### config.mk
export PLATFORM = sky130hd
export DESIGN_NAME = alu_op_sequencer
export DESIGN_NICKNAME = d
export VERILOG_FILES = /design/src/rtl/alu_op_sequencer.sv
export SDC_FILE = /design/constraint.sdc
export NUM_CORES = 1
export LEC_CHECK = 0
export CELL_PAD_IN_SITES_DETAIL_PLACEMENT = 1
export CELL_PAD_IN_SITES_GLOBAL_PLACEMENT = 2
export CORE_MARGIN = 8
export CORE_UTILIZATION = 25
export CTS_CLUSTER_DIAMETER = 50
export DETAILED_ROUTE_END_ITERATION = 6
export GPL_ROUTABILITY_DRIVEN = 0
export PLACE_DENSITY = 0.95
export REMOVE_ABC_BUFFERS = 1
export SETUP_SLACK_MARGIN = 0.3
export SYNTH_ARGS = -nofsm -noshare
export SYNTH_HDL_FRONTEND = slang
export SYNTH_SLANG_ARGS = --single-unit
### constraint.sdc
create_clock -name clk -period 3.8 [get_ports clk]
set_input_delay 0.38 -clock clk [delete_from_list [all_inputs] [get_ports clk]]
set_output_delay 0.38 -clock clk [all_outputs]
set_load 0.05 [all_outputs]
### src/rtl/alu_op_sequencer.sv
// Execute-stage sequencer for MCU51 ALU instructions: fetches the source operand
// (immediate, direct or @Ri), drives the external ALU, then writes ACC or RAM and PSW flags.
module alu_op_sequencer #(
    parameter int RAM_AW = 7
) (
    input  logic              clk,
    input  logic              rst_n,
    input  logic              op_valid,
    output logic              op_ready,
    input  logic [3:0]        op_code,
    input  logic [1:0]        op_mode,
    input  logic              op_dst,
    input  logic [7:0]        op_arg,
    input  logic [7:0]        acc,
    input  logic              cy,
    output logic [RAM_AW-1:0] ram_addr,
    output logic              ram_re,
    input  logic [7:0]        ram_rdata,
    output logic              ram_we,
    output logic [7:0]        ram_wdata,
    output logic [3:0]        alu_code,
    output logic [7:0]        alu_a,
    output logic [7:0]        alu_b,
    output logic              alu_ci,
    input  logic [7:0]        alu_result,
    input  logic              alu_carry,
    input  logic              alu_ac,
    output logic              acc_we,
    output logic [7:0]        acc_wdata,
    output logic              psw_we,
    output logic              psw_cy,
    output logic              psw_ac,
    output logic              done,
    output logic              err
);

    typedef enum logic [2:0] {
        S_IDLE, S_PTR_RD, S_PTR_WAIT, S_OPD_RD, S_OPD_WAIT, S_EXEC, S_WB, S_ERR
    } state_t;

    localparam logic [3:0] C_INC  = 4'b0000;
    localparam logic [3:0] C_DEC  = 4'b0001;
    localparam logic [3:0] C_ADD  = 4'b0010;
    localparam logic [3:0] C_ADDC = 4'b0011;
    localparam logic [3:0] C_SUBB = 4'b1001;

    state_t             state_q, state_d;
    logic [3:0]         code_q, code_d;
    logic [1:0]         mode_q, mode_d;
    logic               dst_q, dst_d;
    logic [RAM_AW-1:0]  addr_q, addr_d;
    logic [7:0]         opnd_q, opnd_d;
    logic [7:0]         res_q, res_d;
    logic               carry_q, carry_d;
    logic               ac_q, ac_d;

    logic code_ok;
    logic legal;

    always_comb begin
        case (op_code)
            4'd0, 4'd1, 4'd2, 4'd3, 4'd4, 4'd5, 4'd6, 4'd9: code_ok = 1'b1;
            default:                                         code_ok = 1'b0;
        endcase
        legal = code_ok
             && !(op_mode == 2'b11 && op_code != C_INC && op_code != C_DEC)
             && !(op_dst && (op_mode == 2'b00 || op_mode == 2'b11));
    end

    always_comb begin
        state_d = state_q;
        code_d  = code_q;
        mode_d  = mode_q;
        dst_d   = dst_q;
        addr_d  = addr_q;
        opnd_d  = opnd_q;
        res_d   = res_q;
        carry_d = carry_q;
        ac_d    = ac_q;
        case (state_q)
            S_IDLE: begin
                if (op_valid) begin
                    code_d = op_code;
                    mode_d = op_mode;
                    dst_d  = op_dst;
                    opnd_d = op_arg;
                    // Direct address or Ri address; both are consumed through addr_q.
                    addr_d = op_arg[RAM_AW-1:0];
                    if (!legal)
                        state_d = S_ERR;
                    else if (op_mode == 2'b01)
                        state_d = S_OPD_RD;
                    else if (op_mode == 2'b10)
                        state_d = S_PTR_RD;
                    else
                        state_d = S_EXEC;
                end
            end
            S_PTR_RD:   state_d = S_PTR_WAIT;
            S_PTR_WAIT: begin
                addr_d  = ram_rdata[RAM_AW-1:0];
                state_d = S_OPD_RD;
            end
            S_OPD_RD:   state_d = S_OPD_WAIT;
            S_OPD_WAIT: begin
                opnd_d  = ram_rdata;
                state_d = S_EXEC;
            end
            S_EXEC: begin
                res_d   = alu_result;
                carry_d = alu_carry;
                ac_d    = alu_ac;
                state_d = S_WB;
            end
            S_WB:    state_d = S_IDLE;
            S_ERR:   state_d = S_IDLE;
            default: state_d = S_IDLE;
        endcase
    end

    always_ff @(posedge clk or negedge rst_n) begin
        if (!rst_n) begin
            state_q <= S_IDLE;
            code_q  <= '0;
            mode_q  <= '0;
            dst_q   <= 1'b0;
            addr_q  <= '0;
            opnd_q  <= '0;
            res_q   <= '0;
            carry_q <= 1'b0;
            ac_q    <= 1'b0;
        end else begin
            state_q <= state_d;
            code_q  <= code_d;
            mode_q  <= mode_d;
            dst_q   <= dst_d;
            addr_q  <= addr_d;
            opnd_q  <= opnd_d;
            res_q   <= res_d;
            carry_q <= carry_d;
            ac_q    <= ac_d;
        end
    end

    // Outputs decode only from registered state, so reset clears them immediately.
    always_comb begin
        op_ready  = (state_q == S_IDLE);
        ram_addr  = '0;
        ram_re    = 1'b0;
        ram_we    = 1'b0;
        ram_wdata = '0;
        alu_code  = '0;
        alu_a     = '0;
        alu_b     = '0;
        alu_ci    = 1'b0;
        acc_we    = 1'b0;
        acc_wdata = '0;
        psw_we    = 1'b0;
        psw_cy    = 1'b0;
        psw_ac    = 1'b0;
        done      = 1'b0;
        err       = 1'b0;
        case (state_q)
            S_PTR_RD, S_OPD_RD: begin
                ram_re   = 1'b1;
                ram_addr = addr_q;
            end
            S_EXEC: begin
                alu_code = code_q;
                alu_ci   = (code_q == C_ADDC || code_q == C_SUBB) ? cy : 1'b0;
                if (code_q == C_INC || code_q == C_DEC) begin
                    alu_a = (mode_q == 2'b11) ? acc : opnd_q;
                end else begin
                    alu_a = acc;
                    alu_b = opnd_q;
                end
            end
            S_WB: begin
                done = 1'b1;
                if (dst_q) begin
                    ram_we    = 1'b1;
                    ram_addr  = addr_q;
                    ram_wdata = res_q;
                end else begin
                    acc_we    = 1'b1;
                    acc_wdata = res_q;
                end
                if (code_q == C_ADD || code_q == C_ADDC) begin
                    psw_we = 1'b1;
                    psw_cy = carry_q;
                    psw_ac = ac_q;
                end else if (code_q == C_SUBB) begin
                    // ALU reports no-borrow; PSW stores borrow.
                    psw_we = 1'b1;
                    psw_cy = ~carry_q;
                    psw_ac = ~ac_q;
                end
            end
            S_ERR:   err = 1'b1;
            default: ;
        endcase
    end

endmodule
# Yosys cells after proc, flatten, opt, wreduce, memory -nomap -nowiden
# Memory sizes are Yosys's and may differ from the RTL's.
# Index checks and enable logic that the tools add are counted.
dict set report totals {
  ff_bits 35
  memories 1
  elab_cells 90
  rom_bits 16
  out_inout_bits 53
}
# memory words width read_ports rd_clocked_by_memory_dff write_ports line
set memory_table {}
lappend memory_table {{(no name shown)} 16 1 1 0 0 61} ;# case (op_code)
dict set report classes {
  n_eq_ne 17
  bitwise 2
  reduce_logical 22
  mux 39
}
# operator count
set ops {}
lappend ops {{2-to-1 mux 8 bit} 10}
lappend ops {{case mux 7 bit (2 select lines)} 2}
lappend ops {{case mux 3 bit (7 select lines)} 1}
lappend ops {{2-to-1 mux 1 bit} 18}
lappend ops {{case mux 8 bit (2 select lines)} 1}
lappend ops {{2-to-1 mux 7 bit} 2}
lappend ops {{== test 3 bit, second input constant} 4}
lappend ops {{2-to-1 mux 3 bit} 4}
lappend ops {{== test 4 x 2 -> 1 bit, second input constant} 2}
lappend ops {{== test 2 bit, second input constant} 3}
lappend ops {{== test 3 x 2 -> 1 bit, second input constant} 2}
lappend ops {{AND reduction 2 bit} 3}
lappend ops {{logical AND 1 bit} 5}
lappend ops {{== test 4 x 1 -> 1 bit, second input constant} 1}
lappend ops {{== test 4 bit, second input constant} 1}
lappend ops {{logical NOT 4 bit} 1}
lappend ops {{logical OR 1 bit} 4}
lappend ops {{2-to-1 mux 4 bit} 1}
lappend ops {{inequality test 4 x 1 -> 1 bit, second input constant} 1}
lappend ops {{nonzero test 2 bit} 2}
lappend ops {{nonzero test 4 bit} 1}
lappend ops {{OR reduction 2 bit} 2}
lappend ops {{== test 3 x 1 -> 1 bit, second input constant} 1}
lappend ops {{logical NOT 3 bit} 1}
lappend ops {{5 further kinds} 7}

# Logic depth before layout (Yosys ltp)
dict set report logic_depth {
  depth_word 9
  ltp_mapped 6
}

# Worst setup path after synthesis
# OpenSTA, ideal clock, no wires.
dict set report synth_path {
  path_type {reg2out}
  startpoint {reg state_q[0]}
  endpoint {out ram_addr[0]}
  stages_incl_launch_ff 5
  arrival_ns 2.079
  path_slack_ns 1.341
  cell_sequence {dfrtp_1 -> buf_2 -> nor2b_1 -> or2_1 -> and2_1}
}
dict set report synth_between {
  elab_chain_len 3
  word_cells_on_any_way 5
  classes_between {eq/ne (3); mux (1); reduce/logical (1)}
}
# element line
set synth_rtl {}
lappend synth_rtl {{start, declared} 47} ;# state_t state_q, state_d;
lappend synth_rtl {{start signal, assigned} 133} ;# state_q <= state_d;
lappend synth_rtl {{== test 3 x 1 -> 1 bit or == test 3 x 2 -> 1 bit (tied branches)} 163} ;# case (state_q)
lappend synth_rtl {{OR reduction 2 bit} 163}
lappend synth_rtl {{case mux 7 bit (2 select lines) *} 163}
lappend synth_rtl {{end, declared} 16} ;# output logic [RAM_AW-1:0] ram_addr,
# Mark *: on every way between the ends. The rest lies on a longest branch, timed or not.

# Worst setup path after layout
dict set report layout_path {
  startpoint {reg state_q[2]}
  endpoint {out alu_b[2]}
}
dict set report layout_between {
  elab_chain_len 2
}
# element line
set layout_rtl {}
lappend layout_rtl {{== test 3 bit} 163}
lappend layout_rtl {{2-to-1 mux 8 bit} 163}
lappend layout_rtl {{end, declared} 23} ;# output logic [7:0] alu_b,
# No other way between the ends.

==> PnR_summary.wiki <==
{| class="wikitable"
! Metric !! Value
|-
| Cell Int Power || 1320 uW
|-
| DPL Wire Length || 5.82 mm
|-
| Number of clock sinks || 35
|-
| Number of antenna violations at the first check in global routing || 0
|-
| Worst vdd rail ir drop || 274 uV
|-
| Run status || complete, no violations
|-
| Synthesis-to-layout area growth || 57.2%
|-
| Number of hold violations in the final report || 0
|-
| H-tree levels || 2
|-
| Ports placed on the boundary || 98
|-
| Congestion Overflow GR || 0
|-
| Sequential Area || 876 um^2
|-
| Sum Neg Setup Slack || 0 ns
|-
| Most frequently used flop master after synthesis || sky130_fd_sc_hd__dfrtp_1
|-
| Die outline area || 11500 um^2
|-
| Largest stage delay on the critical path || 0.80 ns
|-
| Maximum root-to-sink buffer count || 2
|-
| Number of standard cells after synthesis || 232
|-
| Slew @ Worst Pin || 0.816 ns
|-
| Setup skew after layout || 0.00701 ns
|-
| Row Count || 33
|-
| RSZ-0062 raised after global routing || false
|-
| Mean area per synthesized cell || 8.97 um^2
|-
| Share of synthesized registers carrying an async set or reset || 100%
|-
| List of cells traversed by the critical path || nand2_1, or2_2, nor2_2, and2_1, clkdlybuf4s50_1
|-
| Number of inserted diodes || 0
|-
| Worst setup path class || reg -> out
|-
| Post-layout util || 40.2%
|-
| Max-capacitance violation count || 0
|-
| Clock tree from TritonCTS || yes
|-
| Switching Share || 49.6%
|-
| Yosys reg bits || 35
|-
| Post-CTS Hold Buffers || 0
|-
| Iteration-0 DRC Markers || 21
|-
| Count of distinct cell types in the synthesized netlist || 37
|-
| Antenna-violating nets left || 0
|-
| Vias per cell || 4.74
|-
| Sequential fraction of design power || 29.4%
|-
| Post-synthesis cell area || 2080 um^2
|-
| Minimum setup slack in the final design || 0.522 ns
|-
| Max Fanout on Critical Path || 19
|-
| Worst setup EP type || output pin
|-
| Post-route worst hold slack || 0.182 ns
|-
| Initial core utilization || 25.6%
|-
| Count of input and output buffers || 97
|-
| Nets || 378
|-
| Core area || 8130 um^2
|-
| Leakage dissipation || 0.00133 uW
|-
| Final std cells w/o fill || 437
|-
| Critical path startpoint category || register
|-
| Period utilization || 86.3%
|-
| Number of global-route vias before repair || 2346
|-
| Pre-CTS worst setup slack || 0.742 ns
|-
| Post CTS Setup Buffer Count || 0
|-
| Classification of the worst-slack hold path || in -> async
|-
| Sw power || 1300 uW
|-
| Vias after detailed routing || 2071
|-
| Count of fill cells added during filler insertion || 968
|-
| Total clock buffers created by CTS || 5
|-
| Ys Warns || 0
|-
| Areal power density over the cells || 801 nW/um^2
|-
| Sequential share of the synthesized area || 42.1%
|-
| Slowest cell on crit path || sky130_fd_sc_hd__clkdlybuf4s50_1
|-
| Achievable Freq || 305 MHz
|-
| Area of the multi-input gates || 1140 um^2
|-
| Final wirelength || 7.68 mm
|-
| Slew margin rel. || 45.6%
|-
| Clk_lat worst skew || 0.29 ns
|-
| Data required time at the worst endpoint || 3.42 ns
|-
| Global-route wire length before repair || 12.3 mm
|-
| Buffer and inverter count on the worst path || 1
|-
| Final Setup Violations || 0
|-
| Largest net degree at the start of global routing || 36
|-
| Kind of cell with the highest combined delay on the critical path || simple AND/OR/NAND/NOR gates
|-
| Routed wire length per instance || 17.6 um
|-
| Die Span X || 107 um
|-
| Gate power share || 58.9%
|-
| Clock Power Share || 11.7%
|-
| Placed Cells incl. Taps || 429
|-
| Layout cells sized above 1 || 9.04%
|-
| Clock-pin slew on the worst setup and hold paths || 0.08 ns
|-
| Total GRT Usage || 13.5%
|-
| FF-to-FF setup slack || 1.81 ns
|-
| DRC viols || 0
|-
| CTS Root Buffer Type || sky130_fd_sc_hd__clkbuf_8
|-
| Die height || 107 um
|-
| Drt pass-1 iters || 4
|-
| EDFF count, synth || 0
|-
| Count of pins over their slew limit || 0
|-
| Data arrival, critical path || 2.90 ns
|-
| Post-layout minimum cycle time || 3.28 ns
|}
## final timing paths
| path | from | to | cells after the start |
|---|---|---|---|
| max | state_q[2] | alu_b[2] | 5 |
| min | rst_n | state_q[2] | 1 |
| max reg2reg | state_q[1] | addr_q[4] | 4 |
| min reg2reg | res_q[0] | res_q[0] | 2 |
| max in group asynchronous | rst_n | res_q[5] | 1 |
| min in group clk | res_q[0] | res_q[0] | 2 |
## flip-flops by register name, indices dropped and copies added (netlist names)
| register | count |
|---|---|
| ac_q | 1 |
| addr_q | 7 |
| carry_q | 1 |
| code_q | 4 |
| dst_q | 1 |
| mode_q | 2 |
| opnd_q | 8 |
| res_q | 8 |
| state_q | 3 |
## per-stage QoR
step                total power (uW)  instance area [um^2]
floorplan                       1750                  2020
global placement                2280                  3160
detailed placement              2340                  3160
CTS                             2660                  3260
global route                    2810                  3270
finish                          2620                  3270
## placed cells by master (no fill, tap or decap), types with 3 or more instances in the layout
cell / count
sky130_fd_sc_hd__mux2i_1: 13
sky130_fd_sc_hd__clkdlybuf4s50_1: 95
sky130_fd_sc_hd__o21ai_2: 5
sky130_fd_sc_hd__nor2b_1: 5
sky130_fd_sc_hd__o22ai_1: 15
sky130_fd_sc_hd__and2_1: 35
sky130_fd_sc_hd__nor2_1: 13
sky130_fd_sc_hd__o21ai_0: 3
sky130_fd_sc_hd__nand3b_1: 3
sky130_fd_sc_hd__clkbuf_8: 7
sky130_fd_sc_hd__a21oi_1: 12
sky130_fd_sc_hd__nand2_1: 41
sky130_fd_sc_hd__nor3_1: 10
sky130_fd_sc_hd__mux2_2: 6
sky130_fd_sc_hd__inv_1: 3
sky130_fd_sc_hd__dfrtp_1: 35
sky130_fd_sc_hd__buf_4: 6
## cell usage after synthesis, types with 2 or more instances
cell	count	area share (%)
sky130_fd_sc_hd__mux2i_1	13	6.2
sky130_fd_sc_hd__nor2b_1	5	1.5
sky130_fd_sc_hd__a21oi_1	12	2.9
sky130_fd_sc_hd__clkbuf_1	2	0.36
sky130_fd_sc_hd__and2_1	35	11
sky130_fd_sc_hd__buf_2	6	1.4
sky130_fd_sc_hd__nand3b_1	3	1.1
sky130_fd_sc_hd__o21ai_0	3	0.72
sky130_fd_sc_hd__mux2_2	6	3.2
sky130_fd_sc_hd__o21ai_2	5	2.1
sky130_fd_sc_hd__ha_1	2	1.2
sky130_fd_sc_hd__nor3b_1	2	0.72
sky130_fd_sc_hd__inv_1	3	0.54
sky130_fd_sc_hd__o22ai_1	15	4.5
sky130_fd_sc_hd__dfrtp_1	35	42
sky130_fd_sc_hd__nand2_1	41	7.4
sky130_fd_sc_hd__a221o_1	2	0.96
sky130_fd_sc_hd__nor2_2	2	0.60
sky130_fd_sc_hd__nor2_1	13	2.3
sky130_fd_sc_hd__nor3_1	10	2.4
## power groups by stage
stage | Combinational [uW] | Clock [uW] | Sequential [uW]
floorplan | 1040 | 0 | 711
global placement | 1520 | 0 | 762
detailed placement | 1560 | 0 | 777
CTS | 1570 | 315 | 772
global route | 1670 | 333 | 808
finish | 1540 | 305 | 771
## cell families (layout without fill, tap and decap cells)
family	after synthesis	in the layout	share of synthesized area, %
compound gates	42	42	13.2
xor+xnor	1	1	0.421
fa+ha+maj	2	2	1.20
buf+inv	15	115	3.61
flops	35	35	42.1
mux	19	19	9.49
simple gates	118	118	30.0
## repair_timing
action,4_1_cts,5_1_grt
endpoints found under the setup margin,0,7
resized for setup,0,2
endpoints found under the hold margin,0,0
## per-layer routing
metal	wire length, um	GRT usage, %	vias to the layer above
met5	0	0	-
li1	-	-	995
met4	38	2.71	0
met3	787	5.75	4
met2	3590	22.7	79
met1	3270	15.5	993
## final cells by class
type / count / share of cell area, %
Multi-Input combinational cell: 182 / 34.7
Sequential cell: 35 / 26.8
Inverter: 4 / 0.459
Tap cell: 105 / 4.02
Timing Repair Buffer: 103 / 31.0
Clock buffer: 8 / 3.06
(Power assumes the default switching activity.)
==> RTL change: new RTL, same flow settings <==
Put a register stage on the output `err`, with the module's reset. The value now appears one clock later. The other outputs are not delayed to match.
--- a/src/rtl/alu_op_sequencer.sv
+++ b/src/rtl/alu_op_sequencer.sv
@@ -44,6 +44,8 @@
     localparam logic [3:0] C_ADDC = 4'b0011;
     localparam logic [3:0] C_SUBB = 4'b1001;
 
+    logic err_d;
+
     state_t             state_q, state_d;
     logic [3:0]         code_q, code_d;
     logic [1:0]         mode_q, mode_d;
@@ -159,7 +161,7 @@
         psw_cy    = 1'b0;
         psw_ac    = 1'b0;
         done      = 1'b0;
-        err       = 1'b0;
+        err_d     = 1'b0;
         case (state_q)
             S_PTR_RD, S_OPD_RD: begin
                 ram_re   = 1'b1;
@@ -196,9 +198,17 @@
                     psw_ac = ~ac_q;
                 end
             end
-            S_ERR:   err = 1'b1;
+            S_ERR:   err_d = 1'b1;
             default: ;
         endcase
     end
 
+    always_ff @(posedge clk or negedge rst_n) begin
+        if (!rst_n) begin
+            err <= '0;
+        end else begin
+            err <= err_d;
+        end
+    end
+
 endmodule
Function: changed (a bounded check fails within 4 cycles, from zero or initial values and one cycle with rst_n low).
==> RTL change against the original RTL <==
Sequential cell count is 1 higher; synthesized area is 0.60% higher; power is 1.1% lower; cell area is 0.11% lower; largest power group unchanged; largest cell class unchanged; setup slack worse by 0.0033 ns; register-to-register slack worse by 0.24 ns; non-clock buffer count is 1 lower; sequential share of layout area is 0.87 points higher; count of clock-buffer cells in the layout is 1 lower; highest routed layer unchanged; routed wire length is 3.1% lower.
==> RTL change: results <==
[run_status]
outcome = finished clean

[drt]
wire_per_inst_um = 17.0
dr_wl_met2_um = 3460
drtIter0Drc = 58
wl_met3_um = 673
drt-total-wl_um = 7440
dr_total_vias = 2092
drt-met1-wl_um = 3260

[synth]
synth-compound-area-share_pct = 12.0
synth_fa_ha_area_share_pct = 1.19
ys_top_cells_by_area = dfrtp_1, and2_1, nand2_1
synthMuxAreaShare_pct = 9.92
yosysSeqAreaShare_pct = 43.0
syn_area_per_cell_um2 = 8.95
synthXorXnorAreaFrac_pct = 0.418

[global_routing]
use_met2_pct = 21.4
use_met1_pct = 15.9
track_usage_pct = 13.0
grt_use_met3_pct = 4.73
grt_pass1_vias = 2315
grt_pass1_wl_um = 12000

[worst_setup_path]
timing.rr.start = state_q[0]
crit_fanout = 13
r2r_end = opnd_q[6]
crit_path_max_incr_delay_ns = 0.82

[sta]
relSlewSlack_pct = 35.7
skew_ns = 0.00557

[placed_design]
dp_hpwl_um = 5740
place_ws_ns = 0.748
placed_cells = 430

[pwr]
power_leakage_uw = 0.00131
irDropWorstVdd_v = 0.000310

[clock_network]
clk_path_buf_depth = 2

[final_layout]
drive_gt1_share_pct = 7.83
nNetsFinal = 379
-- RTL change: final cells by class --
type	instances	area, µm²
clock buffers	7	96.3
fillers	960	4910
inverters	4	15.0
multi-input cells	183	1120
flip-flops and latches	36	903
well taps	105	131
repair buffers	102	1000
-- RTL change: worst max-delay path by stage --
stage | from | to | slack, ns | depth (start not counted)
floorplan | code_q[2] | alu_a[0] | 0.99 | 4
global placement | state_q[2] | ram_addr[4] | 0.87 | 5
detailed placement | state_q[2] | ram_addr[4] | 0.75 | 5
CTS | state_q[2] | ram_addr[4] | 0.43 | 5
global route | state_q[0] | ram_addr[4] | 0.34 | 5
finish | state_q[0] | ram_addr[2] | 0.52 | 5
-- RTL change: report_power, final --
group          switching (µW)  internal [µW]
Sequential                208            582
Clock                     136            162
Combinational             935            570
Total                    1280           1310
-- RTL change: cells by family (layout without fill, tap and decap cells) --
kind of cell | Yosys count | in the layout
AOI/OAI and AO/OA | 42 | 42
xor gates and xnor gates | 1 | 1
adders and majority gates | 2 | 2
buffers and inverters | 15 | 113
DFF | 36 | 36
muxes | 20 | 20
and+or+nand+nor | 118 | 118
-- RTL change: through the flow --
step | hold slack (ns) | cell area (µm²) | utilization, %
after floorplan | 0.0844 | 2030 | -
after global placement | 0.469 | 3170 | 38.8
after detailed placement | 0.484 | 3170 | 38.8
after CTS | 0.218 | 3270 | 39.9
after global routing | 0.259 | 3270 | 40.0
final | 0.193 | 3270 | 40.0
-- RTL change: what timing repair did --
| item | CTS | global route |
|---|---|---|
| buffers inserted | 0 | 0 |
| resized for setup | 0 | 2 |
| endpoints found under the setup margin | 0 | 7 |
-- RTL change: critical path: cells and delay by family (launching register included) --
family | cells | cell delay (ns)
and+or+nand+nor | 4 | 1.26
buffers and inverters | 1 | 0.82
DFF | 1 | 0.53
